--- config.mk ---
export PLATFORM = sky130hd
export DESIGN_NAME = vt100_tx
export DESIGN_NICKNAME = d
export VERILOG_FILES = /design/src/rtl/vt100_pkg.sv /design/src/rtl/vt100_uart_tx.sv /design/src/rtl/vt100_tx.sv
export SDC_FILE = /design/constraint.sdc
export NUM_CORES = 1
export LEC_CHECK = 0
export ABC_AREA = 1
export ABC_CLOCK_PERIOD_IN_PS = 2700
export BUFFER_PORTS_ARGS = -buffer_cell sky130_fd_sc_hd__buf_2
export CAP_MARGIN = 20
export CORE_MARGIN = 4
export CORE_UTILIZATION = 31
export CTS_CLUSTER_SIZE = 10
export DETAILED_ROUTE_END_ITERATION = 16
export GPL_TIMING_DRIVEN = 1
export HOLD_SLACK_MARGIN = 0.08
export PLACE_DENSITY_LB_ADDON = 0.1
export SLEW_MARGIN = 20
export SYNTH_ARGS = -nofsm -noshare
export SYNTH_HDL_FRONTEND = slang
export SYNTH_SLANG_ARGS = --single-unit
--- constraint.sdc ---
create_clock -name clk -period 2.7 [get_ports clk]
set_clock_uncertainty 0.15 [all_clocks]
set_input_delay 0.27 -clock clk [delete_from_list [all_inputs] [get_ports clk]]
set_output_delay 0.27 -clock clk [all_outputs]
set_load 0.1 [all_outputs]
--- src/rtl/vt100_pkg.sv ---
// Shared opcodes, terminal limits and escape-sequence helpers for the VT100 transmitter.
// Decimal conversion is a compare chain so it stays a small combinational cone.
package vt100_pkg;

    typedef enum logic [1:0] {
        OP_CHAR  = 2'd0,
        OP_GOTO  = 2'd1,
        OP_CLEAR = 2'd2,
        OP_COLOR = 2'd3
    } op_e;

    typedef enum logic [1:0] {
        ST_IDLE = 2'd0,
        ST_LOAD = 2'd1,
        ST_SEND = 2'd2
    } state_e;

    localparam logic [7:0] ESC     = 8'h1B;
    localparam int         ROWS    = 30;
    localparam int         COLS    = 80;
    localparam int         SEQ_MAX = 8;

    typedef struct packed {
        logic [3:0] tens;
        logic [3:0] units;
    } dec_t;

    typedef struct packed {
        logic [3:0]                  len;
        logic [SEQ_MAX-1:0][7:0]     bytes;
    } seq_t;

    function automatic dec_t to_dec(input logic [6:0] v);
        dec_t r;
        r.tens = 4'd0;
        for (int t = 1; t <= 8; t++) begin
            if (v >= 7'(t * 10)) r.tens = 4'(t);
        end
        r.units = 4'(v - 7'(r.tens) * 7'd10);
        return r;
    endfunction

    function automatic logic [7:0] ascii_digit(input logic [3:0] d);
        return 8'h30 + {4'h0, d};
    endfunction

endpackage

--- src/rtl/vt100_uart_tx.sv ---
// 8N1 serializer: start bit appears the cycle after load_vld, each bit held DIV cycles.
// Latency: done pulses in the last cycle of the stop bit, so a load then continues with no gap.
// Backpressure: none; a load always restarts the frame, the caller waits for done.
module vt100_uart_tx #(
    parameter int DIV = 10
) (
    input  logic       clk,
    input  logic       rst_n,
    input  logic       load_vld,
    input  logic [7:0] byte_dat,
    output logic       done,
    output logic       tx
);

    localparam int CW = (DIV > 1) ? $clog2(DIV) : 1;

    logic          active_q;
    logic [3:0]    bit_q;
    logic [CW-1:0] cnt_q;
    logic [8:0]    sh_q;
    logic          tx_q;
    logic          bit_end;

    assign bit_end = (cnt_q == CW'(DIV - 1));
    assign done    = active_q && bit_end && (bit_q == 4'd9);
    assign tx      = tx_q;

    always_ff @(posedge clk or negedge rst_n) begin
        if (!rst_n) begin
            active_q <= 1'b0;
            bit_q    <= 4'd0;
            cnt_q    <= '0;
            sh_q     <= '0;
            tx_q     <= 1'b1;
        end else if (load_vld) begin
            active_q <= 1'b1;
            bit_q    <= 4'd0;
            cnt_q    <= '0;
            sh_q     <= {1'b1, byte_dat};
            tx_q     <= 1'b0;
        end else if (active_q) begin
            if (bit_end) begin
                cnt_q <= '0;
                if (bit_q == 4'd9) begin
                    active_q <= 1'b0;
                    tx_q     <= 1'b1;
                end else begin
                    // sh_q carries data LSB first followed by the stop bit
                    bit_q <= bit_q + 4'd1;
                    tx_q  <= sh_q[0];
                    sh_q  <= {1'b1, sh_q[8:1]};
                end
            end else begin
                cnt_q <= cnt_q + CW'(1);
            end
        end
    end

endmodule

--- src/rtl/vt100_tx.sv ---
// VT100 command encoder: turns CHAR/GOTO/CLEAR/COLOR commands into escape sequences on a UART.
// Latency: first start bit the cycle after acceptance; bytes of a sequence are back-to-back.
// Backpressure: cmd_ready low from acceptance until the last stop bit completes.
module vt100_tx
    import vt100_pkg::*;
#(
    parameter int CLOCK_FREQ = 62500000,
    parameter int BAUD_RATE  = 115200
) (
    input  logic       clk,
    input  logic       rst_n,
    input  logic       cmd_valid,
    output logic       cmd_ready,
    input  logic [1:0] cmd_op,
    input  logic [7:0] cmd_char,
    input  logic [4:0] cmd_row,
    input  logic [6:0] cmd_col,
    input  logic [2:0] cmd_fg,
    output logic       tx,
    output logic       busy
);

    localparam int DIV = CLOCK_FREQ / BAUD_RATE;

    state_e     state_q, state_d;
    seq_t       seq_d, seq_q;
    logic [3:0] idx_q;
    logic [7:0] nxt_q;
    logic       accept;
    logic       uart_load;
    logic [7:0] uart_byte;
    logic       uart_done;
    logic [4:0] row_c;
    logic [6:0] col_c;
    dec_t       row_dec, col_dec;
    logic [2:0] pos;

    assign accept    = cmd_valid && (state_q == ST_IDLE);
    assign cmd_ready = (state_q == ST_IDLE);
    assign busy      = (state_q != ST_IDLE);

    assign row_c   = (cmd_row > 5'(ROWS - 1)) ? 5'(ROWS - 1) : cmd_row;
    assign col_c   = (cmd_col > 7'(COLS - 1)) ? 7'(COLS - 1) : cmd_col;
    assign row_dec = to_dec(7'(row_c) + 7'd1);
    assign col_dec = to_dec(col_c + 7'd1);

    // The whole sequence is built from the live inputs and latched on acceptance.
    always_comb begin
        seq_d = '0;
        pos   = 3'd0;
        case (cmd_op)
            OP_CHAR: begin
                seq_d.bytes[0] = cmd_char;
                seq_d.len      = 4'd1;
            end
            OP_GOTO: begin
                seq_d.bytes[0] = ESC;
                seq_d.bytes[1] = 8'h5B;
                pos            = 3'd2;
                if (row_dec.tens != 4'd0) begin
                    seq_d.bytes[pos] = ascii_digit(row_dec.tens);
                    pos              = pos + 3'd1;
                end
                seq_d.bytes[pos] = ascii_digit(row_dec.units);
                pos              = pos + 3'd1;
                seq_d.bytes[pos] = 8'h3B;
                pos              = pos + 3'd1;
                if (col_dec.tens != 4'd0) begin
                    seq_d.bytes[pos] = ascii_digit(col_dec.tens);
                    pos              = pos + 3'd1;
                end
                seq_d.bytes[pos] = ascii_digit(col_dec.units);
                pos              = pos + 3'd1;
                seq_d.bytes[pos] = 8'h48;
                seq_d.len        = {1'b0, pos} + 4'd1;
            end
            OP_CLEAR: begin
                seq_d.bytes[0] = ESC;
                seq_d.bytes[1] = 8'h5B;
                seq_d.bytes[2] = 8'h32;
                seq_d.bytes[3] = 8'h4A;
                seq_d.bytes[4] = ESC;
                seq_d.bytes[5] = 8'h5B;
                seq_d.bytes[6] = 8'h48;
                seq_d.len      = 4'd7;
            end
            default: begin
                seq_d.bytes[0] = ESC;
                seq_d.bytes[1] = 8'h5B;
                seq_d.bytes[2] = 8'h33;
                seq_d.bytes[3] = ascii_digit({1'b0, cmd_fg});
                seq_d.bytes[4] = 8'h6D;
                seq_d.len      = 4'd5;
            end
        endcase
    end

    always_ff @(posedge clk or negedge rst_n) begin
        if (!rst_n) state_q <= ST_IDLE;
        else        state_q <= state_d;
    end

    // LOAD stages the following byte while the current one is still on the wire.
    always_comb begin
        state_d   = state_q;
        uart_load = 1'b0;
        uart_byte = nxt_q;
        case (state_q)
            ST_IDLE: begin
                if (cmd_valid) begin
                    uart_load = 1'b1;
                    uart_byte = seq_d.bytes[0];
                    state_d   = ST_LOAD;
                end
            end
            ST_LOAD: state_d = ST_SEND;
            ST_SEND: begin
                if (uart_done) begin
                    if (idx_q == seq_q.len) begin
                        state_d = ST_IDLE;
                    end else begin
                        uart_load = 1'b1;
                        state_d   = ST_LOAD;
                    end
                end
            end
            default: state_d = ST_IDLE;
        endcase
    end

    always_ff @(posedge clk or negedge rst_n) begin
        if (!rst_n) begin
            seq_q <= '0;
            idx_q <= 4'd0;
            nxt_q <= 8'h00;
        end else if (accept) begin
            seq_q <= seq_d;
            idx_q <= 4'd1;
        end else if (state_q == ST_LOAD) begin
            nxt_q <= seq_q.bytes[idx_q[2:0]];
        end else if ((state_q == ST_SEND) && uart_done && (idx_q != seq_q.len)) begin
            idx_q <= idx_q + 4'd1;
        end
    end

    vt100_uart_tx #(
        .DIV (DIV)
    ) u_uart (
        .clk      (clk),
        .rst_n    (rst_n),
        .load_vld (uart_load),
        .byte_dat (uart_byte),
        .done     (uart_done),
        .tx       (tx)
    );

endmodule

==> out/qor.csv, run 1 <==
stage,metric,value,unit
setup_path,cp_data_arrival_time,3.04,ns
final_layout,fin_nets,855,
logic_synthesis,synth_fp_nets,732,
routing,drt_iter0_drc,291,
setup_path,startpoint_type,input port,
setup_path,reg2reg_depth,12,
routing,avgViaCountPerCell,4.843,
timing,min_period_over_period,108.0,%
clock_network,cts_max_level,3,
placed_design,dp_slack,-0.6240,ns
clock_network,root_buffer,clkbuf_16,
final_layout,drive_above_1_share,30.00,%
power,total_power,3.438,mW
floorplanning,rows,47,
timing,hold_viol,0,
timing,setup_ws,-0.2147,ns
logic_synthesis,syn_inst,682,
setup_path,crit_fanout,5,
power,switching_share,25.57,%
timing,rsz0062_at_grt,true,
power,power_switching,0.8792,mW
clock_network,tritoncts,yes,
timing,finalMaxSlewViolations,0,
timing,finalSetupViolations,7,
floorplanning,die_height,138.1,um
grt,grt_use_total,16.11,%
placed_design,dp_hpwl,10980,um
routing,vias,4988,
floorplanning,fp.dieArea,0.01906,mm^2
logic_synthesis,ys_seq_area_share,42.02,%
power,power_density,479.5,mW/mm^2
power,power.internal,2.559,mW
placed_design,place_congestion,0.7973,
power,p_leak,3.499,nW
power,power_frac_seq,38.4,%
floorplanning,die_w,138.1,um
routing,dr.pass1.iters,4,
status,status,"complete, but fails checks",
power,ir_drop,0.0004124,V
placed_design,port_buffers,30,
clock_network,cts.path.max_buffers,2,
floorplanning,start_util,31.62,%
logic_synthesis,synth_area,0.005244,mm^2
placed_design,dp_cells,976,
timing,fmax,0.3431,GHz
routing,finalWirelength,15120,um
grt,grt_pass1_wl,25410,um
clock_network,cts.clk_slew.worst_paths,0.06,ns
routing,wl_per_cell,14.68,um
logic_synthesis,synth-edff-count,0,
clock_network,cts_made_buffers,9,
final_layout,antenna_cells,0,
setup_path,critPathKind,in2reg,
final_layout,stdcell_count,1030,
routing,drc_errors,0,
hold_path,hp-class,in2reg,
floorplanning,io_pins,31,
routing,drt.antenna.violating_nets,0,
logic_synthesis,yosys_most_used_dff,dfrtp_1,
logic_synthesis,avgSynthCellArea,7.689,um^2
grt,antenna_found_initial,0,
logic_synthesis,yosysWarnings,0,
flow_run,cap_violations,0,
hold_path,hold_depth,3,
power,p_comb_share,21.0,%
timing,worstMarginPinSlew,0.5895,ns
grt,grt_overflow_total,0,
clock_network,cts.sinks,88,
logic_synthesis,synth-async-reset-ratio,100.0,%
clock_network,clkLatencyLatePin,0.34,ns
logic_synthesis,ys_ff_latch,88,
final_layout,syn_to_final_growth,36.75,%
status,violations,setup timing,
floorplanning,core,0.01658,mm^2
timing,min_period,2.915,ns
grt,grt_max_degree,89,
timing,relSlewSlack,60.40,%
setup_path,crit_path_end_kind,register,
power,clockPowerShare,40.6,%
setup_path,crit_required,2.83,ns
grt,grt_pass1_vias,5083,
logic_synthesis,synth_cell_type_count,47,
-- sequential cells by signal (all words and copies together) (netlist names) --
signal	flops
seq_q	49
u_uart.bit_q	4
state_q	2
u_uart.tx	1
idx_q	4
u_uart.active_q	1
u_uart.cnt_q	10
u_uart.sh_q	9
nxt_q	8
-- power by group through the flow --
| stage | sequential [mW] | combinational [mW] | clock, mW |
|---|---|---|---|
| 5_1_grt | 1.32 | 0.795 | 1.50 |
| 3_3_place_gp | 1.34 | 0.516 | 0 |
| 4_1_cts | 1.32 | 0.637 | 1.44 |
| 3_5_place_dp | 1.34 | 0.524 | 0 |
| 2_1_floorplan | 1.34 | 0.275 | 0 |
| 6_report | 1.32 | 0.723 | 1.40 |
-- layout by cell type (no fill, tap or decap), types with 8 or more instances in the layout --
master           n
nand2_1        134
ha_1            12
buf_4           85
nor2_2           8
nand2_2         17
inv_1           76
o211ai_1         9
inv_2           14
o22ai_1         11
nand2_4          9
dfrtp_1         87
buf_2           27
clkbuf_16        9
nor2_1          63
o21ai_0         56
dlygate4sd3_1   11
a21oi_1         31
buf_6            8
o21ai_2          8
nand3_1         19
-- cell usage after synthesis (all sizes together), types with 5 or more instances --
library cell  count  area share (%)
nor2             76             5.6
o221ai            5            0.84
o31ai             7             1.0
ha               20             4.8
nand4             7            0.84
nor3              9            0.86
dfrtp            87              42
nand3            26             2.9
xnor2             6             1.0
a31oi             7            0.84
o21ai            73             7.5
a21oi            37             3.6
o211ai            9             1.3
clkbuf           19             1.4
o22ai            12             1.4
nand2           160              13
inv              91             6.5
-- timing repair --
item | CTS | global route
gates resized for setup | 43 | 50
setup buffers | 16 | 13
hold buffers | 11 | 0
endpoints found under the setup margin | 16 | 39
endpoints found under the hold margin | 97 | 0
gates cloned | 0 | 0
pin swaps | 34 | 39
-- cells by family after synthesis --
kind of cell    share of synthesized area, %
fa+ha+maj                              5.536
buf+inv                                8.447
xor+xnor                               1.670
simple gates                           24.53
compound gates                         17.80
flops                                  42.02
-- final timing paths --
kind	to	startpoint	slack, ns
worst max-delay path	seq_q[35]	cmd_col[5]	-0.21
worst min-delay path	seq_q[25]	cmd_fg[1]	0.13
worst max register to register	u_uart.bit_q[2]	u_uart.cnt_q[5]	0.20
worst min register to register	u_uart.sh_q[8]	u_uart.sh_q[8]	0.33
max in group asynchronous	u_uart.sh_q[5]	rst_n	1.66
min in group asynchronous	u_uart.cnt_q[7]	rst_n	0.35
-- final cells by class --
class | instances | area (um^2)
fill | 1742 | 9413
clock inverter | 2 | 60.06
multi-input combinational | 478 | 2960
sequential | 88 | 2203
tap | 220 | 275.3
clock buffer | 14 | 274.0
timing repair buffer | 135 | 1044
inverter | 93 | 354.1
-- metrics by stage --
step / cell area [um^2] / util, % / hold slack (ns) / TNS (ns)
after floorplan: 5321 / - / -0.1756 / -2.684
after global placement: 6182 / 37.28 / 0.2093 / -9.456
after detailed placement: 6182 / 37.28 / 0.2060 / -11.62
after CTS: 6877 / 41.47 / 0.1230 / -0.6644
after global routing: 7171 / 43.24 / 0.1527 / -3.389
final: 7171 / 43.24 / 0.1346 / -0.7932
-- metal layers --
| metal | routed length (um) | track usage [%] |
|---|---|---|
| met1 | 7038 | 21.27 |
| met2 | 7303 | 26.88 |
| met3 | 551 | 3.108 |
| met4 | 229 | 4.888 |
| met5 | 0 | 0 |
-- critical path: stages --
cell,delay [ns]
buf_8,0.11
nor2_4,0.08
nor2_1,0.04
nor2_1,0.11
inv_1,0.09
ha_4,0.17
nand3b_1,0.17
nand2_2,0.13
nand2_2,0.07
nand2_1,0.06
nand3_1,0.07
nand2_1,0.08
nand2_2,0.06
nand2_1,0.06
nand2_1,0.04
nand2_1,0.07
nand2_2,0.07
nand2_2,0.08
inv_2,0.05
ha_4,0.15
fa_2,0.40
xnor2_2,0.15
inv_1,0.07
nand3_2,0.08
nand3_2,0.07
nand2_1,0.06
nand2_1,0.06
a21oi_2,0.12
(Power assumes the default switching activity.)
==> inputs of run 2 (changes only) <==
- CORE_UTILIZATION: 31 -> 40
==> run 2 against run 1 <==
  * The run still ends with setup timing left
  * Sequential cell count unchanged
  * Count of clock-buffer cells in the layout decreased by 2
  * First-iteration DRC count up 20%
  * Cell area is 2.8% lower
  * Worst hold slack got worse by 0.015 ns
  * Highest routed layer unchanged
  * Routed wire length shrank 4.3%
  * Critical path type unchanged
  * Global-route usage is 4.0 points higher
  * Combinational power down 6.1%
==> out/qor.csv, run 2 (synthesis gave the netlist of run 1 again) <==
stage,metric,value,unit,change
setup_path,cp_data_arrival_time,3.06,ns,+0.02 ns
final_layout,syn_to_final_growth,32.98,%,
power,p_comb_share,21.0,%,about the same
grt,grt_overflow_total,0,,unchanged
floorplanning,die_height,122.5,um,-11%
grt,grt_pass1_wl,23830,um,-6.2%
setup_path,crit_end,seq_q[40],,
setup_path,critPathKind,in2reg,,
final_layout,layout_commonest_cell,nand2_1,,
routing,drt.antenna.violating_nets,0,,unchanged
timing,rsz0062_at_grt,true,,
timing,worstMarginPinSlew,0.5494,ns,-0.04011 ns
final_layout,drive_above_1_share,29.49,%,-0.51 points
power,power_frac_seq,40.7,%,+2.3 points
placed_design,dp_slack,-0.6047,ns,+0.01935 ns
setup_path,reg2reg_to,u_uart.sh_q[3],,
grt,antenna_found_initial,0,,unchanged
clock_network,root_buffer,clkbuf_16,,
grt,grt_max_degree,48,,-46%
floorplanning,start_util,41.22,%,+9.6 points
timing,setup_ws,-0.2282,ns,-0.01354 ns
final_layout,largest_reg_flops,49,,unchanged
grt,grt_pass1_vias,4835,,-4.9%
flow_run,cap_violations,0,,unchanged
setup_path,cpMostUsedCell,buf_4,,
setup_path,critical-path-slowest-cell,nand3b_1,,
floorplanning,fp.dieArea,0.01501,mm^2,-21%
clock_network,tritoncts,yes,,
final_layout,top_regs,"seq_q: 49 flops, u_uart.cnt_q: 10 flops, u_uart.sh_q: 9 flops",,
status,status,"complete, but fails checks",,
routing,drt_iter0_drc,349,,+20%
timing,finalMaxSlewViolations,0,,unchanged
clock_network,clkLatencyLatePin,0.35,ns,about the same
status,violations,setup timing,,
timing,hold_viol,0,,unchanged
routing,finalWirelength,14480,um,-4.3%
placed_design,place_congestion,0.8776,,+10%
final_layout,final_cell_mix,"nand2_1, dfrtp_1, inv_1, buf_4, nor2_1",,
placed_design,port_buffers,30,,unchanged
power,power_density,464.6,mW/mm^2,-3.1%
routing,dr.pass1.iters,5,,+1
final_layout,antenna_cells,0,,unchanged
setup_path,cpPeakStageDelay,0.21,ns,-0.19 ns
floorplanning,rows,41,,-13%
timing,min_period_over_period,108.5,%,+0.50 points
clock_network,cts.clk_slew.worst_paths,0.06,ns,about the same
timing,finalSetupViolations,10,,+3
clock_network,cts_max_level,3,,unchanged
power,clockPowerShare,38.3,%,-2.3 points
setup_path,startpoint_type,input port,,
setup_path,reg2reg_depth,11,,-1
hold_path,hp-class,in2reg,,
timing,min_period,2.928,ns,+0.01354 ns
floorplanning,die_w,122.5,um,-11%
routing,vias,4878,,-2.2%
clock_network,cts.sinks,88,,unchanged
timing,relSlewSlack,63.37,%,+3.0 points
placed_design,dp_cells,927,,-5.0%
power,power_switching,0.8660,mW,-1.5%
final_layout,fin_nets,843,,-1.4%
clock_network,cts_made_buffers,9,,unchanged
final_layout,largest-register,seq_q,,
power,power.internal,2.374,mW,-7.2%
final_layout,stdcell_count,969,,-5.9%
power,switching_share,26.73,%,+1.2 points
setup_path,crit_fanout,5,,unchanged
power,ir_drop,0.0003188,V,-23%
floorplanning,core,0.01272,mm^2,-23%
clock_network,cts.path.max_buffers,2,,unchanged
setup_path,startpoint,cmd_col[4],,
power,p_leak,3.411,nW,-2.5%
routing,wl_per_cell,14.94,um,+1.8%
grt,grt_use_total,20.11,%,+4.0 points
setup_path,crit_path_end_kind,register,,
floorplanning,io_pins,31,,unchanged
setup_path,crit_required,2.83,ns,about the same
timing,fmax,0.3415,GHz,-0.46%
setup_path,rrSetupSlack,0.19,ns,about the same
routing,drc_errors,0,,unchanged
routing,avgViaCountPerCell,5.034,,+4.0%
setup_path,r2r_start,u_uart.cnt_q[7],,
placed_design,dp_hpwl,10240,um,-6.8%
-- run 2: cell count changes in the layout (fill, tap and decap cells not counted), moves of 3 or more --
cell and delta:
nand2_4 +3, nand2_1 -8, buf_6 -3, nand2_2 +5, buf_4 -10
-- run 2: timing repair --
item                                    in CTS  in global routing
hold endpoints to repair                    50                  0
cloned                                       0                  1
pin swaps                                   23                 20
hold buffers                                11                  0
buffers inserted                             8                  7
gates resized for setup                     29                 62
endpoints found under the setup margin      12                 38
-- run 2: power groups by stage --
stage               Sequential, mW  Clock [mW]  Combinational [mW]
floorplan                     1.34           0               0.275
global placement              1.34           0               0.508
CTS                           1.32        1.28               0.598
finish                        1.32        1.24               0.679
global route                  1.32        1.33               0.749
detailed placement            1.34           0               0.518
-- run 2: through the flow --
step / TNS [ns] / utilization, % / hold slack (ns) / instance area, um^2 / power (mW)
final: -0.7623 / 54.81 / 0.1192 / 6973 / 3.240
after global routing: -4.469 / 54.81 / 0.1055 / 6973 / 3.402
after CTS: -0.5332 / 52.40 / 0.09765 / 6666 / 3.196
after detailed placement: -10.81 / 48.06 / 0.1486 / 6115 / 1.861
after global placement: -9.073 / 48.06 / 0.1468 / 6115 / 1.851
after floorplan: -2.684 / - / -0.1756 / 5321 / 1.618
-- run 2: cell type report --
cell class,count,area (um^2)
clock buffers,12,246.5
clock inverters,3,42.54
fillers,1221,5749
inverters,93,352.8
multi-input cells,478,2953
flip-flops and latches,88,2203
well taps,172,215.2
repair buffers,123,959.7
-- run 2: layer usage --
metal	vias up	wire length (um)	GRT usage, %	part of all wire [%]
met5	-	0	0	0
met2	98	6923	32.22	48
li1	2461	-	-	-
met4	0	195	5.528	1.3
met3	15	576	4.747	4.0
met1	2304	6785	27.36	47
-- run 2: worst max-delay path, delay by kind of cell --
family	cells	cell delay [ns]
AO/OA/AOI/OAI	2	0.22
adder cells (fa/ha/maj)	1	0.17
buffers and inverters	11	1.22
AND/OR/NAND/NOR	14	1.15
-- run 2: how the worst min path moves through the flow --
stage,slack [ns],depth (start not counted),endpoint,start
finish,0.12,3,seq_q[25],cmd_fg[1]
global route,0.11,3,seq_q[25],cmd_fg[1]
CTS,0.1,3,seq_q[25],cmd_fg[1]
detailed placement,0.15,1,u_uart.cnt_q[7],rst_n
global placement,0.15,1,u_uart.cnt_q[7],rst_n
floorplan,-0.18,0,idx_q[0],rst_n
==> inputs of run 3 (changes only) <==
- CTS_BUF_LIST: not set -> sky130_fd_sc_hd__clkbuf_4 sky130_fd_sc_hd__clkbuf_8
==> run 3 against run 2 <==
  * Routed wire length down 0.21%
  * Via count up 0.86%
  * Non-clock buffer count up 5
  * Largest power group unchanged
  * Critical path depth unchanged
  * Maximum frequency up 0.23%
  * Die area unchanged
  * Critical endpoint unchanged
  * Sequential power about the same
  * Critical path type unchanged
  * Sequential cell count unchanged
  * The run still ends with setup timing left
  * Cell area down 0.36%
  * Largest cell class unchanged
  * Clock power down 24%
==> out/qor.csv, run 3 (synthesis gave the netlist of run 1 again) <==
stage,metric,value,unit,change
clock_network,cts.clk_slew.worst_paths,0.10,ns,+0.04 ns
floorplanning,rows,41,,unchanged
clock_network,tritoncts,yes,,
grt,grt_use_total,19.88,%,-0.23 points
flow_run,cap_violations,0,,unchanged
clock_network,cts_made_buffers,9,,unchanged
routing,drt_iter0_drc,335,,-4.0%
final_layout,largest-register,seq_q,,
timing,hold-worst-slack,0.1218,ns,+0.002632 ns
grt,antenna_found_initial,0,,unchanged
hold_path,hp-class,in2reg,,
final_layout,fin_nets,848,,+0.59%
clock_network,root_buffer,clkbuf_8,,
setup_path,critPathKind,in2reg,,
final_layout,drive_above_1_share,30.05,%,+0.56 points
status,status,"complete, but fails checks",,
power,total_power,2.975,mW,-8.2%
grt,grt_max_degree,48,,unchanged
timing,min_period,2.922,ns,-0.006651 ns
power,power_density,428.2,mW/mm^2,-7.8%
placed_design,port_buffers,30,,unchanged
placed_design,place_congestion,0.8776,,unchanged
routing,drc_errors,0,,unchanged
setup_path,cp_data_arrival_time,3.08,ns,+0.02 ns
final_layout,final_cell_mix,"nand2_1, dfrtp_1, inv_1, buf_4, nor2_1",,
floorplanning,fp.dieArea,0.01501,mm^2,unchanged
timing,fmax,0.3423,GHz,+0.23%
clock_network,clkLatencyLatePin,0.38,ns,+0.03 ns
routing,drt.antenna.violating_nets,0,,unchanged
timing,finalMaxSlewViolations,0,,unchanged
timing,relSlewSlack,63.36,%,about the same
clock_network,cts.path.max_buffers,2,,unchanged
final_layout,top_regs,"seq_q: 49 flops, u_uart.cnt_q: 10 flops, u_uart.sh_q: 9 flops",,
final_layout,layout_commonest_cell,nand2_1,,
clock_network,cts_max_level,3,,unchanged
setup_path,crit_fanout,5,,unchanged
timing,tns,-0.8048,ns,-0.04247 ns
routing,finalWirelength,14450,um,-0.21%
floorplanning,die_height,122.5,um,unchanged
floorplanning,core,0.01272,mm^2,unchanged
timing,worstMarginPinSlew,0.5497,ns,+0.0002804 ns
power,p_leak,3.417,nW,+0.18%
placed_design,dp_slack,-0.6047,ns,unchanged
floorplanning,start_util,41.22,%,unchanged
grt,grt_overflow_total,0,,unchanged
final_layout,syn_to_final_growth,32.50,%,
timing,rsz0062_at_grt,true,,
floorplanning,die_w,122.5,um,unchanged
routing,vias,4920,,+0.86%
routing,avgViaCountPerCell,5.051,,+0.34%
routing,wl_per_cell,14.84,um,-0.72%
routing,dr.pass1.iters,5,,unchanged
grt,grt_pass1_wl,23700,um,-0.55%
timing,hold_viol,0,,unchanged
final_layout,fill_cells,1229,,+0.66%
setup_path,crit_required,2.86,ns,+0.03 ns
power,ir_drop,0.0002052,V,-36%
status,violations,setup timing,,
placed_design,dp_hpwl,10240,um,unchanged
timing,finalSetupViolations,8,,-2
final_layout,antenna_cells,0,,unchanged
grt,grt_pass1_vias,4796,,-0.81%
floorplanning,io_pins,31,,unchanged
final_layout,largest_reg_flops,49,,unchanged
clock_network,cts.sinks,88,,unchanged
timing,min_period_over_period,108.2,%,-0.25 points
setup_path,startpoint_type,input port,,
setup_path,crit_path_end_kind,register,,
timing,setup_ws,-0.2216,ns,+0.006651 ns
[run 3: where the power goes]
group	switching [mW]	total, mW	internal [mW]
clock	0.475	0.943	0.468
combinational	0.367	0.716	0.348
sequential	0	1.32	1.32
total	0.842	2.98	2.13
[run 3: final cells by class]
cell class	count	area, um^2	area share, %
multi-input cells	478	2972	42.77
flip-flops and latches	88	2203	31.71
repair buffers	128	1013	14.59
inverters	93	349.1	5.024
well taps	172	215.2	3.097
clock buffers	12	152.6	2.197
clock inverters	3	42.54	0.6123
[run 3: worst max-delay path, stage by stage]
cell,delay (ns)
buf_8,0.11
nor2_4,0.10
nor2_1,0.05
nor2_1,0.11
inv_1,0.09
ha_4,0.17
nand3b_1,0.22
nand2_4,0.12
nand4_1,0.11
nand3_2,0.09
nand2_1,0.06
nand2_2,0.07
nand2_1,0.04
nand2_1,0.06
nand2_1,0.06
nand2_2,0.08
nand2_2,0.06
buf_4,0.13
buf_4,0.12
buf_4,0.12
buf_4,0.12
buf_4,0.12
buf_4,0.11
buf_4,0.12
buf_4,0.12
o21ai_2,0.10
nand2_1,0.08
nand3_1,0.08
[run 3: timing repair]
item,4_1_cts,5_1_grt
gates resized for setup,26,64
hold endpoints to repair,51,0
setup buffers,8,11
gates cloned,0,2
hold buffers,12,0
setup endpoints to repair,11,38
pin swaps,23,32
[run 3: path summary, 6_finish.rpt]
path,startpoint,to,slack (ns),cells past startpoint
max,cmd_col[4],seq_q[40],-0.22,28
min,cmd_op[1],seq_q[35],0.12,4
max reg2reg,u_uart.cnt_q[7],u_uart.sh_q[4],0.15,11
min reg2reg,idx_q[3],idx_q[3],0.33,1
max in group asynchronous,rst_n,seq_q[36],1.48,3
min in group asynchronous,rst_n,u_uart.cnt_q[4],0.27,2
[run 3: metrics by stage]
| stage | cell area, um^2 | utilization [%] | cells |
|---|---|---|---|
| after floorplan | 5321 | - | 682 |
| final | 6948 | 54.61 | 974 |
| after global routing | 6948 | 54.61 | 974 |
| after detailed placement | 6115 | 48.06 | 927 |
| after global placement | 6115 | 48.06 | 927 |
| after CTS | 6578 | 51.70 | 962 |
[run 3: metal layers]
| layer | vias up | global-route usage (%) | share of wire, % | routed length, um |
|---|---|---|---|---|
| li1 | 2470 | - | - | - |
| met1 | 2348 | 27.40 | 47 | 6837 |
| met2 | 86 | 32.09 | 48 | 6878 |
| met3 | 16 | 3.226 | 3.4 | 489 |
| met4 | 0 | 6.368 | 1.7 | 244 |
| met5 | - | 0 | 0 | 0 |
